$ cat config.mk
export PLATFORM = sky130hd
export DESIGN_NAME = pdm_dac_tx
export DESIGN_NICKNAME = d
export VERILOG_FILES = /design/src/rtl/pdm_dac_tx.sv
export SDC_FILE = /design/constraint.sdc
export NUM_CORES = 1
export LEC_CHECK = 0
export CORE_UTILIZATION = 55
export CTS_CLUSTER_DIAMETER = 30
export DETAILED_ROUTE_END_ITERATION = 12
export PLACE_DENSITY_LB_ADDON = 0.12
export SLEW_MARGIN = 0
export SYNTH_ARGS = -nofsm -noshare
export SYNTH_HDL_FRONTEND = slang
export SYNTH_SLANG_ARGS = --single-unit
$ cat constraint.sdc
create_clock -name clk -period 6.2 [get_ports clk]
set_input_delay 0.62 -clock clk [delete_from_list [all_inputs] [get_ports clk]]
set_output_delay 0.62 -clock clk [all_outputs]
set_load 0.01 [all_outputs]
$ cat src/rtl/pdm_dac_tx.sv
// pdm_dac_tx: PCM-to-PDM audio output path.
// Signed 16-bit PCM samples arrive over a valid/ready handshake into a one-entry
// holding register, are upsampled by OSR and drive a 1-bit second-order
// delta-sigma modulator clocked by a divided PDM bit clock.
// Build option: define PDM_TX_INTERP_EN to ramp linearly from the previous to the
// current sample across each OSR-bit slot; left undefined, each sample is held
// for the whole slot and no previous-sample register exists.
module pdm_dac_tx #(
    parameter int DIV = 20,
    parameter int OSR = 128,
    parameter int W   = 24
) (
    input  logic        clk,
    input  logic        rst_n,
    input  logic [15:0] pcm_in,
    input  logic        pcm_valid,
    output logic        pcm_ready,
    output logic        pdm_clk,
    output logic        pdm_out,
    output logic        underrun
);

    localparam int CW = $clog2(DIV);
    localparam int KW = $clog2(OSR);
    localparam int SW = W + 2;

    localparam logic [CW-1:0] CNT_LAST = CW'(DIV - 1);
    localparam logic [CW-1:0] CNT_HALF = CW'(DIV / 2);
    localparam logic [KW-1:0] K_LAST   = KW'(OSR - 1);

    // Symmetric integrator rails; two guard bits keep the raw sums from wrapping.
    localparam logic signed [SW-1:0] SAT_MAX = {3'b000, {(W-1){1'b1}}};
    localparam logic signed [SW-1:0] SAT_MIN = -SAT_MAX;
    localparam logic signed [SW-1:0] FB_POS  = SW'(32768);
    localparam logic signed [SW-1:0] FB_NEG  = -FB_POS;

    logic [CW-1:0]        cnt_q, cnt_d;
    logic [KW-1:0]        k_q, k_d;
    logic                 pdm_clk_q;
    logic                 pdm_out_q;
    logic                 underrun_q;
    logic                 full_q;
    logic signed [15:0]   hold_q;
    logic signed [15:0]   cur_q;
    logic signed [W-1:0]  i1_q, i1_d;
    logic signed [W-1:0]  i2_q, i2_d;
    logic signed [W-1:0]  x_w;
    logic signed [SW-1:0] fb_w, sum1_w, sum2_w;
    logic                 bit_stb;
    logic                 sample_stb;
    logic                 accept;
    logic                 mod_bit;

    function automatic logic signed [W-1:0] sat(input logic signed [SW-1:0] v);
        if (v > SAT_MAX) begin
            sat = W'(SAT_MAX);
        end else if (v < SAT_MIN) begin
            sat = W'(SAT_MIN);
        end else begin
            sat = W'(v);
        end
    endfunction

    // Strobes and counter next-state values.
    always_comb begin
        bit_stb    = (cnt_q == CNT_LAST);
        sample_stb = bit_stb && (k_q == K_LAST);
        accept     = pcm_valid && !full_q;
        cnt_d      = bit_stb ? '0 : cnt_q + 1'b1;
        k_d        = (k_q == K_LAST) ? '0 : k_q + 1'b1;
    end

`ifdef PDM_TX_INTERP_EN
    localparam int XW = 16 + KW + 1;

    logic signed [15:0]   prev_q;
    logic signed [XW-1:0] prev_x, diff_x, k_x, ramp_x;
    logic signed [15:0]   x16;

    // Linear ramp prev -> cur across the slot, indexed by the bit position k.
    always_comb begin
        prev_x = {{(XW-16){prev_q[15]}}, prev_q};
        diff_x = {{(XW-16){cur_q[15]}}, cur_q} - prev_x;
        k_x    = {{(XW-KW){1'b0}}, k_q};
        ramp_x = (prev_x <<< KW) + diff_x * k_x;
        x16    = 16'(ramp_x >>> KW);
        x_w    = {{(W-16){x16[15]}}, x16};
    end

    // The outgoing sample becomes the start point of the next ramp.
    always_ff @(posedge clk or negedge rst_n) begin
        if (!rst_n) begin
            prev_q <= '0;
        end else if (sample_stb) begin
            prev_q <= cur_q;
        end
    end
`else
    // Zero-order hold: the current sample drives the modulator for the whole slot.
    always_comb begin
        x_w = {{(W-16){cur_q[15]}}, cur_q};
    end
`endif

    // Second-order modulator next state; i2 integrates the pre-update i1.
    always_comb begin
        mod_bit = ~i2_q[W-1];
        fb_w    = mod_bit ? FB_POS : FB_NEG;
        sum1_w  = {{2{i1_q[W-1]}}, i1_q} + {{2{x_w[W-1]}}, x_w} - fb_w;
        sum2_w  = {{2{i2_q[W-1]}}, i2_q} + {{2{i1_q[W-1]}}, i1_q} - fb_w;
        i1_d    = sat(sum1_w);
        i2_d    = sat(sum2_w);
    end

    // Bit timer and 50% duty PDM clock: low for the first half of each bit period.
    always_ff @(posedge clk or negedge rst_n) begin
        if (!rst_n) begin
            cnt_q     <= '0;
            pdm_clk_q <= 1'b0;
        end else begin
            cnt_q <= cnt_d;
            if (cnt_q == '0) begin
                pdm_clk_q <= 1'b0;
            end else if (cnt_q == CNT_HALF) begin
                pdm_clk_q <= 1'b1;
            end
        end
    end

    // Position of the current bit within the OSR-bit sample slot.
    always_ff @(posedge clk or negedge rst_n) begin
        if (!rst_n) begin
            k_q <= '0;
        end else if (bit_stb) begin
            k_q <= k_d;
        end
    end

    // Modulator state and PDM data register, updated once per bit.
    always_ff @(posedge clk or negedge rst_n) begin
        if (!rst_n) begin
            i1_q      <= '0;
            i2_q      <= '0;
            pdm_out_q <= 1'b0;
        end else if (bit_stb) begin
            i1_q      <= i1_d;
            i2_q      <= i2_d;
            pdm_out_q <= mod_bit;
        end
    end

    // Holding register: filled by the handshake, drained at each sample slot.
    always_ff @(posedge clk or negedge rst_n) begin
        if (!rst_n) begin
            hold_q     <= '0;
            cur_q      <= '0;
            full_q     <= 1'b0;
            underrun_q <= 1'b0;
        end else begin
            underrun_q <= 1'b0;
            if (sample_stb) begin
                if (full_q) begin
                    cur_q  <= hold_q;
                    full_q <= 1'b0;
                end else begin
                    underrun_q <= 1'b1;
                end
            end
            // An accept coinciding with a slot only happens while empty, so it
            // simply refills the holding register for the following slot.
            if (accept) begin
                hold_q <= pcm_in;
                full_q <= 1'b1;
            end
        end
    end

    assign pcm_ready = ~full_q;
    assign pdm_clk   = pdm_clk_q;
    assign pdm_out   = pdm_out_q;
    assign underrun  = underrun_q;

endmodule

# Yosys cells after proc, flatten, opt, wreduce, memory -nomap -nowiden
# Index checks and enable logic that the tools add are counted.
dict set report totals {
  regBits 96
  elab_cells 45
}
dict set report op_classes {
  add_sub_neg 6
  n_lt_le_gt_ge 4
  n_eq_ne 3
  mux 13
  n_bitwise 2
  n_reduce_logical 7
}
# op count
set ops {}
lappend ops {{two-way mux 24 bit} 4}
lappend ops {{> comparator 26 x 24 -> 1 bit (second input constant)} 2}
lappend ops {{less-than comparator 26 x 24 -> 1 bit (second input constant)} 2}
lappend ops {{subtractor 26 bit} 2}
lappend ops {{two-way mux 26 bit} 1}
lappend ops {{adder 24 x 16 -> 25 bit} 1}
lappend ops {{adder 24 x 24 -> 25 bit} 1}
lappend ops {{adder 7 x 1 -> 7 bit (second input constant)} 1}
lappend ops {{== test 7 bit (second input constant)} 1}
lappend ops {{two-way mux 7 bit} 1}
lappend ops {{two-way mux 1 bit} 6}
lappend ops {{adder 5 x 1 -> 5 bit (second input constant)} 1}
lappend ops {{== test 5 x 4 -> 1 bit (second input constant)} 1}
lappend ops {{== test 5 bit (second input constant)} 1}
lappend ops {{zero test 5 bit} 1}
lappend ops {{two-way mux 5 bit} 1}
lappend ops {{nonzero test 2 bit} 2}
lappend ops {{logical AND 1 bit} 2}
lappend ops {{NOT 1 bit} 2}
lappend ops {{AND reduction 2 bit} 1}
lappend ops {{zero test 1 bit} 1}

# Longest topological paths before layout
dict set report logic_depth {
  word_depth 5
  ltp_mapped 25
  depth_no_buf 23
}

# Worst setup path after synthesis
# OpenSTA, ideal clock, no wires.
dict set report synth_path {
  path_kind {reg2reg}
  startpoint {reg i1_q[0]}
  endpoint {reg i2_q[15]}
  setup_time_ns 0.121
  arrival_time_ns 4.944
  t_required_ns 6.079
  slack_ns 1.135
  stages_incl_launch_ff 25
  path_buffers 2
  period_less_slack_ns 5.065
  cell_sequence {dfrtp_1 ha_1 fa_1 a21o_1 a31oi_1 o31ai_1 o21bai_1 a221oi_1 o21bai_1 nand2_1 a21o_1 a211oi_1 nor3_1 ha_1 nand3_1 o21bai_1 a31oi_1 o21ai_0 or4_1 a31o_2 nand3_1 buf_2 buf_2 nand2_1 a22o_1}
}
dict set report synth_between {
  elab_chain_len 5
  elab_cells_between_ends 6
  cone_classes {2 x add/sub; 2 x order compare; 2 x mux}
}
# item line
set synth_lines {}
lappend synth_lines {{start, declared} 45} ;# logic signed [W-1:0] i1_q, i1_d;
lappend synth_lines {{start signal, assigned} 146} ;# i1_q <= i1_d;
lappend synth_lines {{adder 24 x 24 -> 25 bit *} 110} ;# sum2_w = {{2{i2_q[W-1]}}, i2_q} + {{2{i1_q[W-1]}}, i1_q} - fb_w;
lappend synth_lines {{subtractor 26 bit *} 110}
lappend synth_lines {{less-than comparator 26 x 24 -> 1 bit} 57} ;# end else if (v < SAT_MIN) begin
lappend synth_lines {{two-way mux 24 bit} 57}
lappend synth_lines {{two-way mux 24 bit *} 55} ;# if (v > SAT_MAX) begin
lappend synth_lines {{end signal, assigned} 147} ;# i2_q <= i2_d;
lappend synth_lines {{end, declared} 46} ;# logic signed [W-1:0] i2_q, i2_d;
# Every way passes the cells marked *; elsewhere a longest branch is shown, timed or not.
# A chain may end at the register's enable or synchronous reset.

# Final worst setup path
# Same ends and word-level chain as after synthesis.

==> metrics.cfg <==
[route]
via_count=5985
routed_wl_mm=16.8
drt_iter0_drc=481
viasPerCell=6.16
dr.pass1.iters=5
antenna_left=0
wl_per_cell_um=17.3
drc=0

[power_and_ir_drop]
powerDensity_mw_per_mm2=158
leakagePower_nw=3.88
worst_ir_drop_vdd_mv=0.204
finalPower_w=0.00125

[clock_network]
cts_resized=0
ctsHoldBuffers=0
htreeDepth=3
clock_sinks=96
clk_latency_ns=0.36
post_cts_buffers=0
cts_buffers=9
cts_tree=yes
cts_root_buf=clkbuf_16
clk_pin_slew_ns=0.07
clk_path_buf_depth=2

[place]
place_inst=955
pre_cts_slack_ns=0.520
dpl.hpwl_mm=12.5
port_buffers=22
place_congestion=0.878

[worst_setup_path]
crit_path_start_kind=register
worst-setup-path-type=register to register
worstPathRequired_ns=6.44
worstPathCellList=ha_1 -> fa_1 -> a21o_1 -> a31oi_1 -> o31ai_1 -> o21bai_1 -> a221oi_1 -> o21bai_1 -> nand2_1 -> a21o_1 -> a211oi_1 -> nor3_1 -> ha_1 -> nand3_1 -> o21bai_1 -> a31oi_1 -> o21ai_0 -> or4_1 -> a31o_2 -> nand3_1 -> buf_4 -> nand2_1 -> a22o_1
cp_common_cell=o21bai_1
critPathSlowestCell=or4_1
path_max_fanout=11
cp-end-kind=register
cpPeakStageDelay_ns=0.53
worstPathArrival_ns=6.00

[logic_synthesis]
synth_cell_type_count=76
synth_edf_count=0
avgSynthCellArea_um2=9.24
syn_nets=870
yosysWarnings=0
synth_top_area_cell=dfrtp_1
synth_area_mm2=0.00718
synth.area.top_cells=dfrtp_1, ha_1, mux2_2
async_flop_share_pct=100
synth_top_area_share_pct=33.5
synth_flop_cell=dfrtp_1
syn_inst=777
yosys.area_share.adder_pct=13.3
ys_ff_latch=96
synth_xor_area_share_pct=6.95
synthSimpleGateAreaFrac_pct=15.5
synth_compound_area_share_pct=22.5
yosysSeqAreaShare_pct=33.5
synth_top_family_by_area=compound AO/OA/AOI/OAI gates
synth.area.mux_share_pct=5.30

[floorplanning]
dieArea_mm2=0.0135
core_mm2=0.0127
rows=41
boundaryPins=23
die_x_um=116
initial_core_util_pct=56.7
die_height_um=116

[timing]
period_needed_ns=5.76
slew-limit-headroom_pct=32.2
fin_ws_ns=0.444
hold_viol_final=0
tns_ns=0
worstMarginPinSlew_ns=1.01
finClkSkew_ns=0.00834
rsz0062_at_grt=false
fmax_ghz=0.174
finalSetupViolations=0
drv_slew=0
post-route-period-util_pct=92.8

[global_route]
gr-total-overflow=0
grtUsageTotal_pct=26.8
antenna_found_initial=0
grt_pass1_vias=5771
grt_start_max_net_pins=61
grt_pass1_wl_mm=27.8

[min_path]
hp-class=primary input to asynchronous set/reset pin

[layout]
n_fill_cell=1124
nets=887
drive_above_1_share_pct=9.39
synthToLayoutAreaGrowth_pct=9.73
post-route-util_pct=62.2
diodes=0
fin_cells=971
final_cell_mix=nand2_1, dfrtp_1, ha_1

[outcome]
status=complete, no violations

[run]
drv_cap=0

flip-flops by register name, summed over array words and instances (netlist names):
signal,flops
hold_q,16
pdm_out,1
full_q,1
underrun,1
cur_q,16
k_q,7
cnt_q,5
i2_q,24
i1_q,24
pdm_clk,1
layer usage:
metal	track usage, %	wire length, um	up-vias
met1	35.2	7740	2913
li1	-	-	2912
met2	43.9	7820	130
met5	0	0	-
met3	3.58	666	30
met4	12.2	527	0
per-stage QoR:
stage | cell area [um^2] | hold slack (ns)
final | 7880 | 0.204
after global routing | 7880 | 0.249
after CTS | 7880 | 0.213
after detailed placement | 7580 | 0.473
after global placement | 7580 | 0.455
after floorplan | 7180 | 0.324
final cells by class:
cell class,count,area [um^2],area share [%]
multi-input cells,628,4580,58.1
flip-flops and latches,96,2400,30.5
repair buffers,31,285,3.62
clock buffers,13,270,3.43
well taps,172,215,2.73
inverters,28,105,1.33
clock inverters,3,22.5,0.286
final timing paths:
check,start,end,slack [ns],cells past startpoint
setup / recovery,i1_q[0],i2_q[15],0.44,23
max in group asynchronous,rst_n,hold_q[0],4.86,2
hold reg to reg,k_q[6],k_q[6],0.48,1
min in group clk,k_q[6],k_q[6],0.48,1
hold / removal,rst_n,k_q[2],0.20,1
setup reg to reg,i1_q[0],i2_q[15],0.44,23
cell usage after synthesis (all sizes together), types with 4 or more instances:
cell type / instances
nor2b: 5
nand2b: 11
clkbuf: 14
o21bai: 7
xnor2: 40
nor4: 4
o21a: 4
ha: 70
nor3: 7
o211ai: 7
o21ai: 54
a21oi: 54
fa: 4
a22o: 20
nand3: 14
mux2: 32
nand4: 14
dfrtp: 96
or2: 4
a211oi: 5
o31ai: 6
buf: 11
a31oi: 19
and2: 5
nand2: 96
a2111oi: 4
a21o: 19
nor2: 40
xor2: 17
inv: 28
and3: 5
logic make-up after synthesis:
group,Yosys count
buffers and inverters,53
AND/OR/NAND/NOR,227
XOR/XNOR,57
AO/OA/AOI/OAI,236
flip-flops,96
adder cells (fa/ha/maj),74
multiplexers,34
report_power, final:
| part | leakage, nW | internal, W | switching [W] | total [W] |
|---|---|---|---|---|
| sequential | 1.24 | 0.000639 | 0.00000654 | 0.000646 |
| clock | 0.147 | 0.000308 | 0.000255 | 0.000563 |
| combinational | 2.49 | 0.0000199 | 0.0000162 | 0.0000360 |
| total | 3.88 | 0.000967 | 0.000278 | 0.00125 |
worst max-delay path, delay by kind of cell (launching register included):
family,cells,cell delay (ns)
AO/OA/AOI/OAI,13,2.73
adder cells (fa/ha/maj),3,0.98
buffers and inverters,1,0.26
flip-flops,1,0.41
AND/OR/NAND/NOR,6,1.24
No activity file was read; power rests on OpenSTA's default activity.
